<file path="config.mk">
export PLATFORM = sky130hd
export DESIGN_NAME = fsm_bist_ctrl
export DESIGN_NICKNAME = d
export VERILOG_FILES = /design/src/rtl/fsm_bist_ctrl.sv
export SDC_FILE = /design/constraint.sdc
export NUM_CORES = 1
export LEC_CHECK = 0
export BUFFER_PORTS_ARGS = -buffer_cell sky130_fd_sc_hd__buf_4
export CELL_PAD_IN_SITES_DETAIL_PLACEMENT = 1
export CELL_PAD_IN_SITES_GLOBAL_PLACEMENT = 2
export CORE_UTILIZATION = 31
export DETAILED_ROUTE_END_ITERATION = 10
export GPL_TIMING_DRIVEN = 1
export PLACE_DENSITY_LB_ADDON = 0.1
export SLEW_MARGIN = 10
export SYNTH_ARGS = -nofsm -noshare
export SYNTH_HDL_FRONTEND = slang
export SYNTH_SLANG_ARGS = --single-unit
</file>
<file path="constraint.sdc">
create_clock -name clk -period 1.3 [get_ports clk]
set_input_delay 0.065 -clock clk [delete_from_list [all_inputs] [get_ports clk]]
set_output_delay 0.065 -clock clk [all_outputs]
set_load 0.03 [all_outputs]
</file>
<file path="src/rtl/fsm_bist_ctrl.sv">
// BIST wrapper for the 4-bit Moore FSM: LFSR stimulus in, MISR signature out, golden compare.
// Define FSM_BIST_SIG_OUT_EN to expose the live MISR on signature_o (otherwise it reads 0).
module fsm_bist_ctrl #(
    parameter int unsigned PATTERN_CNT = 255,
    parameter logic [4:0]  LFSR_SEED   = 5'b00001,
    parameter logic [15:0] GOLDEN_SIG  = 16'h0000
) (
    input  logic        clk,
    input  logic        rst_n,
    input  logic        bist_req,
    input  logic [3:0]  sig_func_i,
    input  logic [3:0]  state_i,
    output logic [3:0]  sig_o,
    output logic        start_bist_o,
    output logic        bist_busy_o,
    output logic        bist_done_o,
    output logic        bist_pass_o,
    output logic [15:0] signature_o
);

    typedef enum logic [2:0] {
        IDLE,
        INIT,
        RUN,
        FLUSH,
        DONE
    } bistState_e;

    localparam logic [8:0] LAST_CNT = 9'(PATTERN_CNT - 1);

    bistState_e  state_q, state_d;
    logic        reqDly_q;
    logic        armed_q;
    logic [4:0]  lfsr_q, lfsr_d;
    logic [15:0] misr_q, misr_d;
    logic [15:0] misrNext;
    logic [8:0]  cnt_q, cnt_d;
    logic        done_q, done_d;
    logic        pass_q, pass_d;
    logic        busy_q, busy_d;
    logic        startBist_q, startBist_d;
    logic        startCond;

    // A request level already high when reset releases is not a rising edge,
    // so starts are held off until reqDly_q has sampled bist_req once.
    assign startCond = bist_req & ~reqDly_q & armed_q;

    assign misrNext = {misr_q[14:0], 1'b0}
                    ^ (misr_q[15] ? 16'h1021 : 16'h0000)
                    ^ {12'h000, state_i};

    always_ff @(posedge clk or negedge rst_n) begin
        if (!rst_n) begin
            state_q     <= IDLE;
            reqDly_q    <= 1'b0;
            armed_q     <= 1'b0;
            lfsr_q      <= LFSR_SEED;
            misr_q      <= 16'hFFFF;
            cnt_q       <= '0;
            done_q      <= 1'b0;
            pass_q      <= 1'b0;
            busy_q      <= 1'b0;
            startBist_q <= 1'b0;
        end else begin
            state_q     <= state_d;
            reqDly_q    <= bist_req;
            armed_q     <= 1'b1;
            lfsr_q      <= lfsr_d;
            misr_q      <= misr_d;
            cnt_q       <= cnt_d;
            done_q      <= done_d;
            pass_q      <= pass_d;
            busy_q      <= busy_d;
            startBist_q <= startBist_d;
        end
    end

    always_comb begin
        state_d = state_q;
        lfsr_d  = lfsr_q;
        misr_d  = misr_q;
        cnt_d   = cnt_q;
        done_d  = done_q;
        pass_d  = pass_q;
        case (state_q)
            IDLE, DONE: begin
                if (startCond) begin
                    state_d = INIT;
                    lfsr_d  = LFSR_SEED;
                    misr_d  = 16'hFFFF;
                    cnt_d   = '0;
                    done_d  = 1'b0;
                    pass_d  = 1'b0;
                end
            end
            INIT: begin
                state_d = RUN;
            end
            RUN: begin
                lfsr_d = {lfsr_q[3:0], lfsr_q[4] ^ lfsr_q[2]};
                misr_d = misrNext;
                cnt_d  = cnt_q + 9'd1;
                if (cnt_q == LAST_CNT) begin
                    state_d = FLUSH;
                end
            end
            FLUSH: begin
                misr_d  = misrNext;
                state_d = DONE;
                done_d  = 1'b1;
                pass_d  = (misrNext == GOLDEN_SIG);
            end
            default: begin
                state_d = IDLE;
            end
        endcase
        // FSM-facing strobes are registered from the next state so they never glitch.
        busy_d      = (state_d == INIT) || (state_d == RUN) || (state_d == FLUSH);
        startBist_d = (state_d == INIT) || (state_d == FLUSH);
    end

    assign sig_o        = busy_q ? lfsr_q[3:0] : sig_func_i;
    assign start_bist_o = startBist_q;
    assign bist_busy_o  = busy_q;
    assign bist_done_o  = done_q;
    assign bist_pass_o  = pass_q;

`ifdef FSM_BIST_SIG_OUT_EN
    assign signature_o = misr_q;
`else
    assign signature_o = 16'h0000;
`endif

endmodule

</file>
==> results by stage <==
Outcome:
- The flow ran to the end, but the final reports show violations.
- The checks that failed: negative setup slack.

STA:
- Across all setup checks in the final design, the least slack found is -0.150 ns.
- Across the routed clock network, the largest skew measured is 0.00775 ns.
- Static timing analysis puts the maximum clock frequency at 0.690 GHz.
- The final number of hold-violating endpoints is 0.
- Setup repair after global routing could not meet its margin everywhere.
- The normalized max-slew margin is 65.6%.
- At the pin with the least slew margin, the transition time is 0.517 ns.
- The shortest clock period the worst path allows after layout is 1.45 ns.
- Setup total negative slack on the finished layout was measured at -1.34 ns.
- After layout, the worst path uses 112% of the clock period.
- The number of pins exceeding their max-slew limit in the final report came to 0.
- Setup violations remaining at the end of the flow were counted as 18.

Flow run:
- The max capacitance violation total is 0.

Clocking:
- The cell chosen for the clock root is clkbuf_8.
- For this design, the sink count on the clock tree is 39.
- The maximum buffer depth of the clock tree is 2.
- Clock-pin slew was measured on the worst setup and hold paths at 0.08 ns.
- The total clock buffers created by CTS is 5.
- TritonCTS built the clock tree.
- For the worst-skew pair, the clock arrives at the later sink with an insertion delay of 0.29 ns.
- The number of levels the H-tree was split into is 2.

Critical path:
- On the critical path the largest part of the delay comes from simple AND/OR/NAND/NOR gates.
- The slowest library cell on the worst path is dfrtp_2.
- The number of buffer and inverter instances along the worst setup path is 1.
- In this run the worst setup path begins at state_q[1].
- On the worst path, the slowest cell contributes a delay of 0.44 ns.
- The required time of the critical path is 1.48 ns.
- The kind of critical path is reg -> reg.
- The worst setup path is launched from a flop.
- For the worst setup path, the data arrival time is 1.63 ns.
- The worst setup path is captured at a flop.
- The worst register-to-register path begins at state_q[1].
- Traced cell by cell, the critical path runs through nor3b_4 > buf_4 > and3_4 > a21o_4 > or2_4.
- The peak fanout along the critical path is 5.

Final layout:
- The fill cell instance count of the final layout is 677.
- The antenna diode count is 0.
- The final net count is 252.
- The area growth from synthesis to layout is 34.7%.
- Once layout is complete, the cells apart from fillers number 315.
- For this run, the share of the core covered by cells in the final layout is 43.4%.
- In the final layout, the share of cells above drive strength 1 is 45.8%.

Floorplan:
- For this configuration, the core starts out at a cell density of 32.2%.
- The floorplan step defined a die boundary enclosing 0.00651 mm^2.
- From bottom edge to top edge, the die measures 80.7 um.
- The placeable core area is 0.00596 mm^2.
- The cell row count is 28.
- The die extent in x is 80.7 um.
- The I/O pin total is 35.

Route:
- The post-detailed-route wirelength per cell is 15.7 um.
- The DRC violation total after the first TritonRoute iteration is 33.
- The number of DRC violations after detailed routing is 0.
- The final wirelength is 4960 um.
- The iteration count of the initial detailed-routing pass is 4.
- In the routed layout, each cell is associated on average with a via count of 4.85.
- The count of nets left with antenna violations once routing finished came out at 0.
- The routed layout has 1528 vias.

Global route:
- The wire length of the first global-routing pass is 8190 um.
- Global routing finished with a remaining overflow of 0.
- The pin count of the biggest net entering global routing is 40.
- The total global-route track usage is 17.2%.
- The number of global-route vias before repair came to 1646.
- The initial antenna violation count is 0.

Placement:
- The number of input and output port buffers inserted is 18.
- The HPWL after detailed placement is 3340 um.
- At the end of routability-driven placement, the weighted congestion stood at 0.733.
- The number of placed instances, taps included, is 298.

Synthesis:
- The count of unique library cells instantiated by Yosys is 38.
- Counting flops and latches in the post-synthesis netlist gives 39.
- Summing every instance area after synthesis gives 0.00192 mm^2.
- The share of the yosys chip area belonging to registers is 52.0%.
- Synthesis produced a netlist whose cell count is 193.
- The mean instance size in the synthesized netlist is 9.94 um^2.
- The number of synthesis warnings is 0.

Hold path:
- The worst min-delay path startpoint is state_i[1].
- The worst hold path belongs to the class in -> reg.

Power:
- Total power for the finished layout comes to 5.68 mW.
- In this run the static leakage power is 1.14 nW.
- The worst voltage drop across the vdd grid is 0.000798 V.
- The power density over cell area is 2190 mW/mm^2.
==> metrics by stage <==
step                      instance area (um^2)  hold WS [ns]  worst slack (ns)
after floorplan                           1990        -0.231           -0.0594
after global placement                    2230        0.0661           -0.0748
after detailed placement                  2230        0.0761            -0.101
after CTS                                 2410        0.0679           -0.0975
after global routing                      2590        0.0985            -0.195
final                                     2590        0.0712            -0.150
==> cell usage in the layout, fill, tap and decap left out, types with 2 or more instances in the layout <==
master         synthesis  routed
buf_4                 16      34
o211ai_1               3       3
conb_1                 2      17
clkbuf_8               0       5
mux2_4                 0       4
a22oi_2                0       2
dlygate4sd3_1          0       2
nand2_2                0       3
o21ai_0               14       8
o31ai_1                2       2
o21ai_1                0       6
nor2_2                 0       5
nand3_1                3       2
nor2_1                25      17
dfstp_2               17      17
dfrtp_1               22      19
a21oi_2                0       6
nor3_2                 0       2
buf_12                 0       2
and3_1                 2       2
nand2_1               19      16
ha_2                   0       2
mux2i_1                5       5
clkbuf_1               6       3
nor2_4                 0       3
buf_6                  0      11
nor3b_4                1       2
a21oi_1               12       6
xnor2_1                8       8
nand4_1                5       5
dfrtp_2                0       3
==> state kept, by name (all words and copies together) (netlist names) <==
name          count
reqDly_q          1
bist_done_o       1
bist_pass_o       1
misr_q           16
lfsr_q            5
start_bist_o      1
armed_q           1
bist_busy_o       1
state_q           3
cnt_q             9
==> metal layers <==
metal / vias up / GRT usage (%) / share of wire [%]
met3: 7 / 2.73 / 1.8
met5: - / 0 / 0
met1: 785 / 18.6 / 41
met2: 20 / 32.9 / 56
met4: 0 / 6.79 / 1.4
li1: 716 / - / -
==> power by group <==
| group | leakage [nW] | internal, mW | switching [mW] |
|---|---|---|---|
| combinational | 0.637 | 1.30 | 1.32 |
| sequential | 0.465 | 1.82 | 0.426 |
| clock | 0.0395 | 0.382 | 0.431 |
==> Yosys cell counts (all sizes together) <==
| master | count | area [um^2] |
|---|---|---|
| nand2 | 19 | 71.3 |
| nand4b | 1 | 8.76 |
| or2b | 1 | 7.51 |
| dfrtp | 22 | 551 |
| o211ai | 3 | 22.5 |
| ha | 2 | 25.0 |
| buf | 19 | 135 |
| nand3 | 3 | 15.0 |
| clkbuf | 6 | 22.5 |
| nor3 | 3 | 15.0 |
| or2 | 1 | 6.26 |
| nor3b | 2 | 26.3 |
| mux2i | 5 | 50.1 |
| o2111ai | 1 | 8.76 |
| o22ai | 1 | 6.26 |
| mux2 | 4 | 45.0 |
| nand3b | 1 | 7.51 |
| inv | 1 | 3.75 |
| a31oi | 1 | 6.26 |
| o31ai | 2 | 15.0 |
| xnor2 | 8 | 70.1 |
| nand2b | 1 | 6.26 |
| a21o | 2 | 17.5 |
| nand4 | 5 | 31.3 |
| dfstp | 17 | 447 |
| nor4 | 1 | 6.26 |
| nor2b | 1 | 6.26 |
| nor2 | 25 | 93.8 |
| o21ai | 14 | 70.1 |
| and3 | 3 | 23.8 |
| conb | 2 | 7.51 |
| or4 | 1 | 7.51 |
| or3b | 1 | 8.76 |
| a21oi | 12 | 60.1 |
| a22oi | 2 | 15.0 |
==> what timing repair did <==
item                       4_1_cts  5_1_grt
resized for setup               18       45
cloned                           2        0
hold buffers                     2        0
setup endpoints to repair       33       36
pin swaps                        5        8
hold endpoints to repair        23        0
setup buffers                    0        5
==> layout make-up <==
cell class / instances / area [um^2] / area share, %
Clock buffer: 8 / 80.1 / 3.10
Sequential cell: 39 / 1000 / 38.7
Multi-Input combinational cell: 143 / 968 / 37.4
Tap cell: 75 / 93.8 / 3.63
Timing Repair Buffer: 49 / 439 / 17.0
Inverter: 1 / 3.75 / 0.145
==> worst min-delay path: cells and delay by family <==
| kind | cells | cell delay, ns |
|---|---|---|
| xor gates and xnor gates | 1 | 0.13 |
| AOI/OAI and AO/OA | 1 | 0.08 |
| buffers and inverters | 1 | 0.08 |
==> worst paths after layout <==
check	endpoint	slack, ns	cells past startpoint
setup reg to reg	bist_busy_o	-0.15	5
min in group asynchronous	cnt_q[5]	0.29	2
max in group asynchronous	state_q[1]	0.62	2
setup / recovery	bist_busy_o	-0.15	5
hold / removal	misr_q[1]	0.07	3
hold reg to reg	cnt_q[7]	0.49	1
==> logic make-up (layout without fill, tap and decap cells) <==
logic type               count (synthesis)  in the layout  synth area share, %
flip-flops                              39             39                 52.0
multiplexers                             9              9                 4.95
AND/OR/NAND/NOR                         69             69                 17.8
buffers and inverters                   26             58                 8.41
XOR/XNOR                                 8              8                 3.65
other                                    2             17                0.391
AO/OA/AOI/OAI                           38             38                 11.5
adder cells (fa/ha/maj)                  2              2                 1.30
Power figures use the tool's default switching activity.
